==> config.mk <==
export PLATFORM = sky130hd
export DESIGN_NAME = pzcorebus_write_beat_gate
export DESIGN_NICKNAME = d
export VERILOG_FILES = /design/src/rtl/pzcorebus_write_beat_gate.sv
export SDC_FILE = /design/constraint.sdc
export NUM_CORES = 1
export LEC_CHECK = 0
export CORE_AREA = 2 2 110 112
export DETAILED_ROUTE_END_ITERATION = 10
export DIE_AREA = 0 0 112 114
export GPL_ROUTABILITY_DRIVEN = 0
export PLACE_DENSITY = 0.73
export SETUP_SLACK_MARGIN = 0.15
export SYNTH_ARGS = -nofsm -noshare
export SYNTH_HDL_FRONTEND = slang
export SYNTH_SLANG_ARGS = --single-unit
export TNS_END_PERCENT = 20
==> constraint.sdc <==
create_clock -name i_clk -period 4.25 [get_ports i_clk]
set_clock_uncertainty 0.2 [all_clocks]
set_input_delay 0.85 -clock i_clk [delete_from_list [all_inputs] [get_ports i_clk]]
set_output_delay 0.85 -clock i_clk [all_outputs]
set_load 0.01 [all_outputs]
==> src/rtl/pzcorebus_write_beat_gate.sv <==
// pzcorebus_write_beat_gate
// Holds write-data beats until their command has been accepted downstream,
// tracking up to OUTSTANDING accepted write bursts and regenerating the
// per-beat last flag from each burst's command length.
// Optional: PZCOREBUS_WRITE_BEAT_GATE_LAST_CHECK_EN enables a sticky error
// flag that reports upstream last flags disagreeing with the regenerated one.
module pzcorebus_write_beat_gate #(
    parameter int COMMAND_WIDTH = 64,
    parameter int DATA_WIDTH    = 64,
    parameter int LENGTH_WIDTH  = 8,
    parameter int OUTSTANDING   = 4,
    parameter int COUNT_WIDTH   = $clog2(OUTSTANDING + 1)
) (
    input  logic                     i_clk,
    input  logic                     i_rst,
    input  logic                     i_clear,
    input  logic                     i_mcmd_valid,
    output logic                     o_scmd_accept,
    input  logic [COMMAND_WIDTH-1:0] i_mcmd,
    input  logic                     i_mcmd_write,
    input  logic [LENGTH_WIDTH-1:0]  i_mcmd_length,
    input  logic                     i_mdata_valid,
    output logic                     o_sdata_accept,
    input  logic [DATA_WIDTH-1:0]    i_mdata,
    input  logic                     i_mdata_last,
    output logic                     o_mcmd_valid,
    input  logic                     i_scmd_accept,
    output logic [COMMAND_WIDTH-1:0] o_mcmd,
    output logic                     o_mdata_valid,
    input  logic                     i_sdata_accept,
    output logic [DATA_WIDTH-1:0]    o_mdata,
    output logic                     o_mdata_last,
    output logic [COUNT_WIDTH-1:0]   o_pending,
    output logic                     o_error
);

    localparam int PTR_WIDTH = (OUTSTANDING > 1) ? $clog2(OUTSTANDING) : 1;

    localparam logic [0:0] ST_IDLE   = 1'b0;
    localparam logic [0:0] ST_STREAM = 1'b1;

    logic [LENGTH_WIDTH-1:0] len_mem [OUTSTANDING];

    logic [PTR_WIDTH-1:0]    wr_ptr_q, wr_ptr_d;
    logic [PTR_WIDTH-1:0]    rd_ptr_q, rd_ptr_d;
    logic [COUNT_WIDTH-1:0]  count_q, count_d;
    logic [LENGTH_WIDTH-1:0] beat_cnt_q, beat_cnt_d;
    logic [0:0]              state_q, state_d;
    logic                    error_q, error_d;

    logic                    tracker_full;
    logic                    cmd_block;
    logic                    streaming;
    logic [LENGTH_WIDTH-1:0] head_length;
    logic                    beat_last;
    logic                    push;
    logic                    beat_hs;
    logic                    pop;

    // Handshake gating: commands blocked only when a write would overflow the
    // tracker; data passes only while a tracked burst is streaming.
    always_comb begin
        tracker_full   = (count_q == COUNT_WIDTH'(OUTSTANDING));
        cmd_block      = i_mcmd_write && tracker_full;
        o_mcmd_valid   = i_mcmd_valid && !cmd_block;
        o_scmd_accept  = i_scmd_accept && !cmd_block;
        o_mcmd         = i_mcmd;
        o_mdata        = i_mdata;
        streaming      = (state_q == ST_STREAM);
        head_length    = len_mem[rd_ptr_q];
        beat_last      = (beat_cnt_q == head_length);
        o_mdata_valid  = streaming && i_mdata_valid;
        o_sdata_accept = streaming && i_sdata_accept;
        o_mdata_last   = streaming && beat_last;
        push           = o_mcmd_valid && i_scmd_accept && i_mcmd_write;
        beat_hs        = o_mdata_valid && i_sdata_accept;
        pop            = beat_hs && beat_last;
        o_pending      = count_q;
        o_error        = error_q;
    end

    // Next-state computation for tracker pointers, count, beat counter, FSM.
    always_comb begin
        wr_ptr_d   = wr_ptr_q;
        rd_ptr_d   = rd_ptr_q;
        count_d    = count_q;
        beat_cnt_d = beat_cnt_q;
        state_d    = state_q;
        error_d    = error_q;

        if (push) begin
            wr_ptr_d = (wr_ptr_q == PTR_WIDTH'(OUTSTANDING - 1)) ? '0 : wr_ptr_q + 1'b1;
        end
        if (pop) begin
            rd_ptr_d = (rd_ptr_q == PTR_WIDTH'(OUTSTANDING - 1)) ? '0 : rd_ptr_q + 1'b1;
        end

        case ({push, pop})
            2'b10:   count_d = count_q + 1'b1;
            2'b01:   count_d = count_q - 1'b1;
            default: count_d = count_q;
        endcase

        if (beat_hs) begin
            beat_cnt_d = pop ? '0 : beat_cnt_q + 1'b1;
        end

        case (state_q)
            ST_IDLE:   if (count_d != '0) state_d = ST_STREAM;
            ST_STREAM: if (pop && (count_d == '0)) state_d = ST_IDLE;
            default:   state_d = ST_IDLE;
        endcase

`ifdef PZCOREBUS_WRITE_BEAT_GATE_LAST_CHECK_EN
        if (beat_hs && (i_mdata_last != beat_last)) begin
            error_d = 1'b1;
        end
`endif

        if (i_clear) begin
            wr_ptr_d   = '0;
            rd_ptr_d   = '0;
            count_d    = '0;
            beat_cnt_d = '0;
            state_d    = ST_IDLE;
            error_d    = 1'b0;
        end
    end

`ifndef PZCOREBUS_WRITE_BEAT_GATE_LAST_CHECK_EN
    logic unused_mdata_last;
    assign unused_mdata_last = i_mdata_last;
`endif

    // Control state registers.
    always_ff @(posedge i_clk or posedge i_rst) begin
        if (i_rst) begin
            wr_ptr_q   <= '0;
            rd_ptr_q   <= '0;
            count_q    <= '0;
            beat_cnt_q <= '0;
            state_q    <= ST_IDLE;
            error_q    <= 1'b0;
        end else begin
            wr_ptr_q   <= wr_ptr_d;
            rd_ptr_q   <= rd_ptr_d;
            count_q    <= count_d;
            beat_cnt_q <= beat_cnt_d;
            state_q    <= state_d;
            error_q    <= error_d;
        end
    end

    // Burst-length storage; contents are only read while the entry is valid.
    always_ff @(posedge i_clk) begin
        if (push) begin
            len_mem[wr_ptr_q] <= i_mcmd_length;
        end
    end

endmodule

==> run summary <==
Inserted Clock Buffers -> 5
Global-route wire length before repair -> 14000 microns
Maxcap violations -> 0
DRC -> 0
Worst Path Max Fanout -> 11
Number of clock sinks -> 48
Gate power share -> 5.6%
Crit. Startpoint -> rd_ptr_q[0]
Synth Cell Area -> 0.00321 sq mm
GRT Util Overall -> 16.2%
Largest family of logic cells by synthesized area -> buffers and inverters
Core ar. -> 0.0117 sq mm
Final Hold Fails -> 0
CTS resizes -> 0
Post-synthesis xor/xnor area fraction -> 5.35%
Post-CTS Setup Bufs -> 0
Layout cell share with drive strength beyond 1 -> 14.0%
Worst min-delay path class -> flip-flop to flip-flop
Pre-antenna DRT Iters -> 4
Sequential Power Share -> 50.3%
H-tree Lvls -> 2
Startpoint Class -> flip-flop
Area contributors post-synth -> buf_4 (30%), edfxtp_1 (30%), dfrtp_1 (12%), mux4_2 (5.6%), ha_1 (2.3%)
WP data required -> 3.20 ns
Setup CP Type -> flip-flop to output pin
Worst Tran Pin Value -> 0.614 ns
Top cell type by total area after synthesis -> buf_4
Most frequent cell after synthesis -> buf_4
Detailed placer's ending HPWL -> 9500 microns
P_leak -> 0.968 nW
Switching share of power -> 19.9%
Remaining antenna violation count -> 0
Fin. max-slew vios -> 0
FF+latch count, synth -> 48
Synth Warn # -> 0
Unrepaired setup endpoints after global routing -> false
Hold_buf cts -> 0
Design area -> 0.00281 sq mm
Ys async rst share -> 33.3%
Number of antenna violations at the first check in global routing -> 0
Seq/Total Area, Yosys -> 42.5%
Area fraction of the dominant cell type after synthesis -> 30.2%
Hold path start -> beat_cnt_q[7]
# rows -> 40
Syn Area/Cell -> 11.5 sq um
Detailed Route WL -> 10900 microns
Worst path slowest cell -> clkdlybuf4s50_1
Drt wl/cell -> 33.4 microns
Chip height -> 114 microns
Reg2reg start -> rd_ptr_q[0]
Unique masters post-synth -> 37
Simple-gate area share of the yosys netlist -> 7.84%
Final period utilization -> 88.1%
Top Family by Delay on Critical Path -> buffers and inverters
Synth cell count leaders -> buf_4 (129), edfxtp_1 (32), dfrtp_1 (16), nand2_1 (10), nor2_1 (9)
Synth Area in Compound Gates -> 3.20%
Crit-path cells -> mux4_2, xnor2_1, nand4_4, nor3_1, clkdlybuf4s50_1
Worst path arrival time -> 2.69 ns
DIE AREA -> 0.0128 sq mm
Starting Density -> 27.4%
CP bufs+invs -> 1
Peak supply drop -> 0.251 mV
CTS clk-pin slew, worst paths -> 0.06 ns
Antenna diodes -> 0
Mux share of post-synthesis cell area -> 6.59%
Worst setup EP type -> output pin
Setup TNS Final -> 0 ns
Status -> finished clean
Ys flop type -> edfxtp_1
DR vias/cell -> 4.48
Crit-path max cell delay -> 0.59 ns
Vias in the first global route -> 1580
Pin count of the biggest net entering global routing -> 17
Clock buffer depth -> 2
Synthesized Nets -> 432
IO Port Bufs -> 23
Adder-Cell Fraction of Synth Area -> 2.97%
Fillers -> 1253
Internal Dissipation -> 0.000814 W
EDFF count, synth -> 32
Placed Area -> 0.00263 sq mm
Min Tclk post-route -> 3.74 ns
Pwr Density -> 362 mW/mm^2
Layout area overhead -> -12.5%
Clock power frac -> 44.1%
Slew headroom -> 59.0%
Final net count -> 330
Switching pwr -> 0.000202 W
Fmax -> 0.267 GHz
Clock Latency Late Sink -> 0.29 ns
Iter 0 DRT Violations -> 39
Total grt overflow -> 0
# IOs -> 282
CTS tree -> yes
Clock root cell -> clkbuf_16
Width of the die -> 112 microns
Synth Instances -> 280
Vias -> 1460
Final setup viols -> 0
[layout by cell type (no fill, tap or decap), types with 2 or more instances in the layout]
cell              n
a21oi_1           6
and2_1            6
and3_1            4
clkbuf_16         5
clkdlybuf4s50_1  23
dfrtp_1          15
edfxtp_1         32
ha_1              6
inv_1             6
mux2i_1           2
mux4_2            8
nand2_1          10
nand4_1           4
nor2_1            9
nor4b_1           2
o31a_1            2
or3_1             2
xnor2_1           8
xnor2_2           3
xor2_1            6
[worst register-to-register path: cells and delay by family (launching register included)]
kind / cells / cell delay (ns)
fa+ha+maj: 2 / 0.69
flops: 1 / 0.57
simple gates: 3 / 0.74
compound gates: 1 / 0.14
mux: 1 / 0.57
xor+xnor: 1 / 0.24
[stage by stage]
step	utilization (%)	setup WS (ns)	instances	total power, W	hold WS (ns)
after floorplan	-	1.25	280	0.000671	0.325
after global placement	22.5	0.582	318	0.000576	0.360
after detailed placement	22.5	0.595	318	0.000578	0.364
after CTS	24.0	0.267	326	0.00102	0.384
after global routing	24.0	0.331	326	0.00105	0.405
final	24.0	0.506	326	0.00102	0.374
[cells by family after synthesis]
| family | count (synthesis) |
|---|---|
| XOR/XNOR | 17 |
| AO/OA/AOI/OAI | 15 |
| other | 1 |
| flip-flops | 48 |
| AND/OR/NAND/NOR | 43 |
| adder cells (fa/ha/maj) | 7 |
| buffers and inverters | 138 |
| multiplexers | 11 |
[routing by layer]
layer	global-route usage, %	share of wire [%]	up-vias
met5	3.53	0	-
met1	11.7	24	657
met3	25.7	34	10
li1	-	-	611
met4	2.36	0.81	0
met2	22.7	42	182
[layout make-up]
type,instances,area [sq um],share of cell area [%]
Clock inverter,3,46.3,1.65
Timing Repair Buffer,23,230,8.20
Inverter,6,22.5,0.802
Multi-Input combinational cell,94,836,29.8
Sequential cell,48,1360,48.6
Tap cell,147,184,6.55
Clock buffer,5,125,4.46
[registers in the layout, summed over array words and instances, names as in the netlist]
name	count
rd_ptr_q	2
o_pending	3
wr_ptr_q	2
state_q	1
beat_cnt_q	8
len_mem	32
[power groups by stage]
stage               Clock, W  Combinational [W]  Sequential, W
CTS                 0.000456          0.0000574       0.000511
finish              0.000448          0.0000565       0.000511
global route        0.000476          0.0000621       0.000512
detailed placement         0          0.0000571       0.000521
floorplan                  0           0.000152       0.000520
global placement           0          0.0000559       0.000520
[path summary, 6_finish.rpt]
kind / end / slack [ns] / cells after the start
worst min register to register: beat_cnt_q[7] / 0.37 / 2
worst max register to register: state_q / 0.95 / 8
worst max-delay path: o_mdata_last / 0.51 / 5
max in group asynchronous: rd_ptr_q[0] / 2.63 / 2
worst min-delay path: beat_cnt_q[7] / 0.37 / 2
min in group asynchronous: beat_cnt_q[0] / 0.78 / 2
No activity file was read; power rests on OpenSTA's default activity.
